**src/rtl/flopr_pkg.sv**
```systemverilog
// Shared definitions for the flopr pipeline family: the occupancy counter width
// helper and the data value that invalid or cleared slots carry.
package flopr_pkg;

    localparam logic [63:0] DATA_CLR = '0;

    function automatic int clog2_plus1(input int depth);
        return $clog2(depth + 1);
    endfunction

endpackage

```
**src/rtl/flopr_en.sv**
```systemverilog
// Single pipeline stage: W-bit register with asynchronous active-high reset,
// synchronous clear (dominant over enable) and enable.
module flopr_en #(
    parameter int W = 9
) (
    input  logic         clk,
    input  logic         reset,
    input  logic         clr,
    input  logic         en,
    input  logic [W-1:0] d,
    output logic [W-1:0] q
);

    always_ff @(posedge clk or posedge reset) begin
        if (reset)
            q <= '0;
        else if (clr)
            q <= '0;
        else if (en)
            q <= d;
    end

endmodule

```
**src/rtl/flopr_pipe.sv**
```systemverilog
// WIDTH-bit, DEPTH-stage pipeline register with per-stage valid bits, stall,
// synchronous flush and a registered occupancy counter.
module flopr_pipe
    import flopr_pkg::*;
#(
    parameter int WIDTH = 8,
    parameter int DEPTH = 4,
    localparam int CW = clog2_plus1(DEPTH)
) (
    input  logic             clk,
    input  logic             reset,
    input  logic             en,
    input  logic             flush,
    input  logic             in_valid,
    input  logic [WIDTH-1:0] d,
    output logic             out_valid,
    output logic [WIDTH-1:0] q,
    output logic [CW-1:0]    occupancy
);

    // Each stage word is {valid, data}.
    logic [WIDTH:0] stage   [DEPTH];
    logic [WIDTH:0] stage_d [DEPTH];
    logic [CW-1:0]  occ;

    assign stage_d[0] = {in_valid, in_valid ? d : WIDTH'(DATA_CLR)};

    for (genvar i = 0; i < DEPTH; i++) begin : g_stage
        if (i > 0) begin : g_link
            assign stage_d[i] = stage[i-1];
        end
        flopr_en #(
            .W(WIDTH + 1)
        ) u_stage (
            .clk  (clk),
            .reset(reset),
            .clr  (flush),
            .en   (en),
            .d    (stage_d[i]),
            .q    (stage[i])
        );
    end

    assign out_valid = stage[DEPTH-1][WIDTH];
    assign q         = stage[DEPTH-1][WIDTH-1:0];

    // Tracks the valid popcount incrementally; enter and leave on one edge cancel.
    always_ff @(posedge clk or posedge reset) begin
        if (reset)
            occ <= '0;
        else if (flush)
            occ <= '0;
        else if (en)
            occ <= occ + CW'(in_valid) - CW'(out_valid);
    end

    assign occupancy = occ;

endmodule

```
**config.mk**
```make
export PLATFORM = sky130hd
export DESIGN_NAME = flopr_pipe
export DESIGN_NICKNAME = d
export VERILOG_FILES = /design/src/rtl/flopr_pkg.sv /design/src/rtl/flopr_en.sv /design/src/rtl/flopr_pipe.sv
export SDC_FILE = /design/constraint.sdc
export NUM_CORES = 1
export LEC_CHECK = 0
export CORE_UTILIZATION = 48
export DETAILED_ROUTE_END_ITERATION = 8
export GPL_ROUTABILITY_DRIVEN = 1
export PLACE_DENSITY_LB_ADDON = 0.05
export SYNTH_ARGS = -nofsm -noshare
export SYNTH_HDL_FRONTEND = slang
export SYNTH_SLANG_ARGS = --single-unit
```
**constraint.sdc**
```tcl
create_clock -name clk -period 1.6 [get_ports clk]
set_input_delay 0.24 -clock clk [delete_from_list [all_inputs] [get_ports clk]]
set_output_delay 0.24 -clock clk [all_outputs]
set_load 0.005 [all_outputs]
```
==> key figures, run 1 <==
Clock tree
  – Bufs on Longest Clock Path: 2
  – H-tree depth: 2
  – Worst-path clk slew: 0.12 ns
  – Clock root buffer: clkbuf_4
  – CTS tree: built
  – Setup Buffers After CTS: 0
  – Clock sinks: 39
  – Clk_lat worst skew: 0.34 ns
  – CTS buffer count: 5

Critical path
  – Startpoint Class: register
  – Slowest cell on crit path: dfrtp_1
  – Crit path depth: 8
  – Critical-path cell list: ha_1 -> inv_1 -> ha_1 -> inv_1 -> fa_2 -> xor2_2 -> a21oi_1 -> a31o_1
  – CP peak stage delay: 0.40 ns
  – Launch point of the worst reg-to-reg path: g_stage[3].u_stage.q[8]
  – CP startpoint: g_stage[3].u_stage.q[8]
  – Crit path buf inv count: 2
  – Setup crit end kind: register
  – CP Max Fanout: 2
  – Setup CP Type: reg -> reg
  – Required @ worst endpoint: 1.84 ns
  – Setup slack, reg-to-reg: -0.17 ns
  – CP delay by family, top: adder cells
  – Reg2Reg Depth: 8
  – WP data arrival: 2.01 ns

Synth
  – Mapped Area: 1700 um2
  – Mean Syn Cell Area: 11.6 um2
  – Sequential share of the synthesized area: 0.574
  – Post-synthesis instance total: 146
  – Syn. warnings: 0
  – Syn nets: 162
  – FF+latch count, synth: 39
  – Unique masters post-synth: 15

Global route
  – GR Util All Layers: 0.165
  – Vias in the first global route: 999
  – Antenna violations before repair: 0
  – First-pass GRT wire length: 4430 um
  – Largest net degree at the start of global routing: 49
  – Total grt overflow: 0

STA
  – RSZ-0062 raised after global routing: yes
  – Setup TNS: -0.309 ns
  – Final setup viols: 2
  – Final min period: 1.77 ns
  – Hold_ws: 0.232 ns
  – Slew of the pin with the lowest slew margin: 0.262 ns
  – Count of final hold-check violations: 0
  – Final worst setup slack: -0.174 ns
  – Final clock skew: 0.00979 ns
  – Max-slew violations: 0
  – Tcrit/Tclk final: 1.11
  – Fmax: 564 MHz
  – Worst slew margin: 0.825

Power
  – Sequential share of power: 0.601
  – Net Switching: 0.428 mW
  – Power Total: 1.70 mW
  – Internal: 1.27 mW
  – Worst VDD drop: 0.472 mV
  – Sw Share: 0.252
  – Clock power share: 0.290
  – Leakage power: 1.06 nW
  – Pwr dens: 820 nW/um2
  – Comb pwr share: 0.109

Route
  – Avg WL per Cell: 11.9 um
  – WL final: 2630 um
  – Drt drc: 0
  – 1st-pass router iterations: 4
  – Detail Route Antenna Nets: 0
  – DRT iter0 DRCs: 28
  – Vias/cell: 4.94
  – Via count: 1086

Floorplanning
  – Die Y: 61.5 um
  – Core area: 3360 um2
  – Io pins: 25
  – Die area: 3780 um2
  – Starting Density: 0.505
  – Rows: 21
  – Die W: 61.5 um

Place
  – Placed cells: 212
  – Dpl hpwl: 1670 um
  – GP Congestion: 0.651
  – Input/output buffers: 24

Layout
  – Final cell count without fillers: 220
  – Share of cells above drive strength 1: 0.103
  – Diode count: 0
  – Fin nets: 189
  – Final Util: 0.615
  – Area Growth Syn to Fin: 21.6%

Run
  – Max capacitance violation total: 0

Run status
  – Status: finished with violations
  – Violated checks: setup timing

Min path
  – HP Class: in -> async
## timing repair
action | CTS | global route
gates resized for setup | 2 | 3
endpoints found under the setup margin | 3 | 5
hold buffers | 0 | 0
## worst register-to-register path: stages, from the launching register on
cell and delay (ns):
dfrtp_1 0.40, ha_1 0.28, inv_1 0.05, ha_1 0.13
inv_1 0.05, fa_2 0.35, xor2_2 0.15, a21oi_1 0.08
a31o_1 0.18
## worst paths after layout
kind,end
min in group clk,g_stage[0].u_stage.q[1]
max in group asynchronous,occupancy[1]
worst min register to register,g_stage[3].u_stage.q[7]
worst min-delay path,g_stage[0].u_stage.q[8]
worst max-delay path,occupancy[2]
worst max register to register,occupancy[2]
## per-stage QoR
stage / instance area, um2 / setup slack (ns)
final: 2070 / -0.174
after global placement: 1990 / -0.186
after global routing: 2070 / -0.280
after detailed placement: 1990 / -0.246
after CTS: 2060 / -0.192
after floorplan: 1700 / -0.136
## placed cells by master (no fill, tap or decap)
cell              n
nand3_1           8
clkinvlp_4        2
mux2i_1          30
dfrtp_1          38
buf_12            3
fa_2              1
a31o_1            1
nand2b_1          9
clkdlybuf4s50_1  20
dfrtp_2           1
clkbuf_4          5
buf_2             1
ha_1              2
a21oi_1           9
clkinv_2          1
xor2_2            1
nor2_1           31
inv_1             5
dlymetal6s2s_1    3
buf_4             3
## Yosys cell counts (all sizes together)
library cell / n / area share
clkbuf: 1 / 0.0022
a21oi: 9 / 0.027
nor2: 31 / 0.068
nand3: 8 / 0.024
inv: 5 / 0.011
mux2i: 30 / 0.18
ha: 2 / 0.015
a31o: 1 / 0.0052
buf: 9 / 0.047
fa: 1 / 0.012
dfrtp: 39 / 0.57
xor2: 1 / 0.0052
nand2b: 9 / 0.033
## layer usage
layer  share of wire  up-vias  global-route usage
met2            0.46       21               0.255
li1                -      533                   -
met5               0        -                   0
met1            0.48      527               0.204
met4           0.017        0              0.0762
met3           0.036        5              0.0630
## kinds of logic (layout without fill, tap and decap cells)
group           count (synthesis)  after routing  share of synthesized area
compound gates                 10             10                     0.0317
mux                            30             30                      0.177
xor+xnor                        1              1                    0.00516
simple gates                   48             48                      0.125
fa+ha+maj                       3              3                     0.0265
buf+inv                        15             43                     0.0604
flops                          39             39                      0.574
## power groups by stage
stage          sequential (mW)  combinational (mW)  clock (mW)
6_report                  1.02               0.185       0.491
5_1_grt                   1.02               0.206       0.557
4_1_cts                   1.02               0.190       0.520
3_5_place_dp              1.04               0.188           0
3_3_place_gp              1.04               0.184           0
2_1_floorplan             1.04               0.120           0
## flip-flops by register name, indices dropped and copies added (netlist names)
signal and cells:
g_stage.u_stage.q 36, occupancy 3
## area by class of cell
class                           instances  area [um2]
Fill cell                             301        1300
Timing Repair Buffer                   30         325
Sequential cell                        39         977
Multi-Input combinational cell         92         631
Clock buffer                            5        37.5
Tap cell                               46        57.6
Clock inverter                          3        20.0
Inverter                                5        18.8
Note: power is estimated with default switching activity, not from simulation.
==> run 2: changes to the inputs <==
Settings changed: CORE_MARGIN set to 2, CORE_UTILIZATION 48 to 50, CTS_BUF_LIST set to sky130_fd_sc_hd__clkbuf_8.
==> run 2 against run 1 <==
  * The flow still finishes with violations (setup timing)
  * Sequential cell count stayed put
  * Highest routed layer unchanged
  * Sequential share of layout area is 0.63 points lower
  * First-iteration DRC count is 3.6% lower
  * Critical endpoint unchanged
  * Critical path type unchanged
  * Largest power group unchanged
  * Die area is 2.6% higher
  * Largest cell class unchanged
  * Count of clock-buffer cells in the layout stayed put
==> key figures, run 2 (same netlist as run 1, synthesis figures left out) <==
STA
  – Final clock skew: 0.00353 ns (-0.00626 ns)
  – Tcrit/Tclk final: 1.10 (-0.00475)
  – Max-slew violations: 0 (unchanged)
  – Final min period: 1.77 ns (-0.00759 ns)
  – Worst slew margin: 0.798 (-0.0268)
  – Count of final hold-check violations: 0 (unchanged)
  – Final worst setup slack: -0.166 ns (+0.00759 ns)
  – Setup TNS: -0.290 ns (+0.0190 ns)
  – Fmax: 566 MHz (+0.43%)
  – Slew of the pin with the lowest slew margin: 0.303 ns (+0.0402 ns)
  – Final setup viols: 2 (unchanged)
  – RSZ-0062 raised after global routing: yes
  – Hold_ws: 0.298 ns (+0.0658 ns)

Layout
  – Diode count: 0 (unchanged)
  – Final cell count without fillers: 220 (unchanged)
  – Max FFs per register: 36 (unchanged)
  – Most common cell after layout, fill and taps aside: dfrtp_1
  – Fill count: 309 (+2.7%)
  – Share of cells above drive strength 1: 0.0977 (-0.00575)
  – Area Growth Syn to Fin: 23.1%
  – Biggest register: g_stage.u_stage.q
  – Highest-count cells in the layout ignoring fill and taps: dfrtp_1, nor2_1, mux2i_1
  – Fin nets: 191 (+1.1%)

Place
  – Dpl hpwl: 1850 um (+11%)
  – Input/output buffers: 24 (unchanged)
  – GP Congestion: 0.673 (+3.3%)
  – Placed cells: 214 (+0.94%)
  – Post-Place Worst Slack: -0.263 ns (-0.0162 ns)

Route
  – WL final: 2730 um (+4.0%)
  – Drt drc: 0 (unchanged)
  – Via count: 1084 (-0.18%)
  – Vias/cell: 4.93 (-0.18%)
  – 1st-pass router iterations: 4 (unchanged)
  – Detail Route Antenna Nets: 0 (unchanged)
  – DRT iter0 DRCs: 27 (-3.6%)
  – Avg WL per Cell: 12.4 um (+4.0%)

Clock tree
  – Clk_lat worst skew: 0.28 ns (-0.06 ns)
  – Bufs on Longest Clock Path: 2 (unchanged)
  – Setup Buffers After CTS: 0 (unchanged)
  – Post-CTS Hold Buffers: 0 (unchanged)
  – Clock root buffer: clkbuf_8
  – CTS buffer count: 5 (unchanged)
  – Worst-path clk slew: 0.07 ns (-0.05 ns)
  – CTS tree: built
  – Clock sinks: 39 (unchanged)
  – H-tree depth: 2 (unchanged)

Min path
  – HP Class: in -> async

Global route
  – Total grt overflow: 0 (unchanged)
  – Largest net degree at the start of global routing: 40 (-18%)
  – First-pass GRT wire length: 5170 um (+17%)
  – Vias in the first global route: 1132 (+13%)
  – GR Util All Layers: 0.171 (+0.00611)
  – Antenna violations before repair: 0 (unchanged)

Floorplanning
  – Die W: 62.3 um (+1.3%)
  – Rows: 21 (unchanged)
  – Core area: 3310 um2 (-1.6%)
  – Starting Density: 0.513 (+0.00802)
  – Die Y: 62.3 um (+1.3%)
  – Io pins: 25 (unchanged)
  – Die area: 3880 um2 (+2.6%)

Run
  – Max capacitance violation total: 0 (unchanged)

Critical path
  – Setup slack, reg-to-reg: -0.17 ns (about the same)
  – CP startpoint: occupancy[0]
  – CP Max Fanout: 2 (unchanged)
  – WP data arrival: 1.94 ns (-0.07 ns)
  – Required @ worst endpoint: 1.77 ns (-0.07 ns)
  – Startpoint Class: register
  – Launch point of the worst reg-to-reg path: occupancy[0]
  – Setup crit end kind: register
  – Setup CP Type: reg -> reg

Run status
  – Status: finished with violations
  – Violated checks: setup timing

Power
  – Worst VDD drop: 0.631 mV (+34%)
  – Pwr dens: 853 nW/um2 (+4.0%)
  – Leakage power: 1.03 nW (-2.6%)
==> run 2: cell count changes in the layout (fill, tap and decap cells not counted), moves of 2 or more <==
cell             change
clkbuf_4             -5
clkinvlp_4           -2
clkbuf_8             +5
buf_4                +2
dlymetal6s2s_1       -3
clkdlybuf4s50_1      +3
==> run 2: cell type report <==
cell class	count	area, um2	area share
flip-flops and latches	39	976	0.467
multi-input cells	92	634	0.303
repair buffers	32	333	0.159
clock buffers	5	68.8	0.0329
well taps	46	57.6	0.0275
inverters	5	18.8	0.00897
clock inverters	1	3.75	0.00179
==> run 2: final timing paths <==
kind                                           endpoint  cells after the start
max in group asynchronous       g_stage[0].u_stage.q[4]                      3
worst min register to register  g_stage[2].u_stage.q[8]                      2
worst max-delay path                       occupancy[2]                      9
worst max register to register             occupancy[2]                      9
min in group clk                g_stage[0].u_stage.q[4]                      3
worst min-delay path            g_stage[2].u_stage.q[0]                      3
==> run 2: timing repair <==
item | in CTS | in global routing
pin swaps | 0 | 1
setup endpoints to repair | 2 | 2
resized for setup | 1 | 1
endpoints found under the hold margin | 0 | 0
==> run 2: power breakdown <==
part           leakage, nW  internal, mW  switching (mW)
clock               0.0413         0.283           0.291
sequential           0.539          1.01          0.0135
combinational        0.454        0.0970          0.0925
==> run 2: worst max-delay path: stages, from the launching register on <==
cell     delay [ns]
dfrtp_1        0.34
inv_1          0.04
ha_1           0.28
inv_1          0.06
ha_1           0.13
inv_1          0.05
fa_2           0.34
xor2_2         0.17
a21oi_2        0.07
a31o_1         0.18
==> run 2: through the flow <==
stage          area [um2]  total power, mW  utilization
5_1_grt              2090             1.89        0.632
4_1_cts              2090             1.82        0.631
3_3_place_gp         2010             1.22        0.607
2_1_floorplan        1700             1.16            -
3_5_place_dp         2010             1.23        0.607
6_report             2090             1.78        0.632
==> run 2: per-layer routing <==
| metal | GRT usage | vias up | share of wire |
|---|---|---|---|
| li1 | - | 532 | - |
| met1 | 0.200 | 523 | 0.46 |
| met2 | 0.279 | 23 | 0.47 |
| met3 | 0.0580 | 6 | 0.041 |
| met4 | 0.0917 | 0 | 0.026 |
| met5 | 0 | - | 0 |
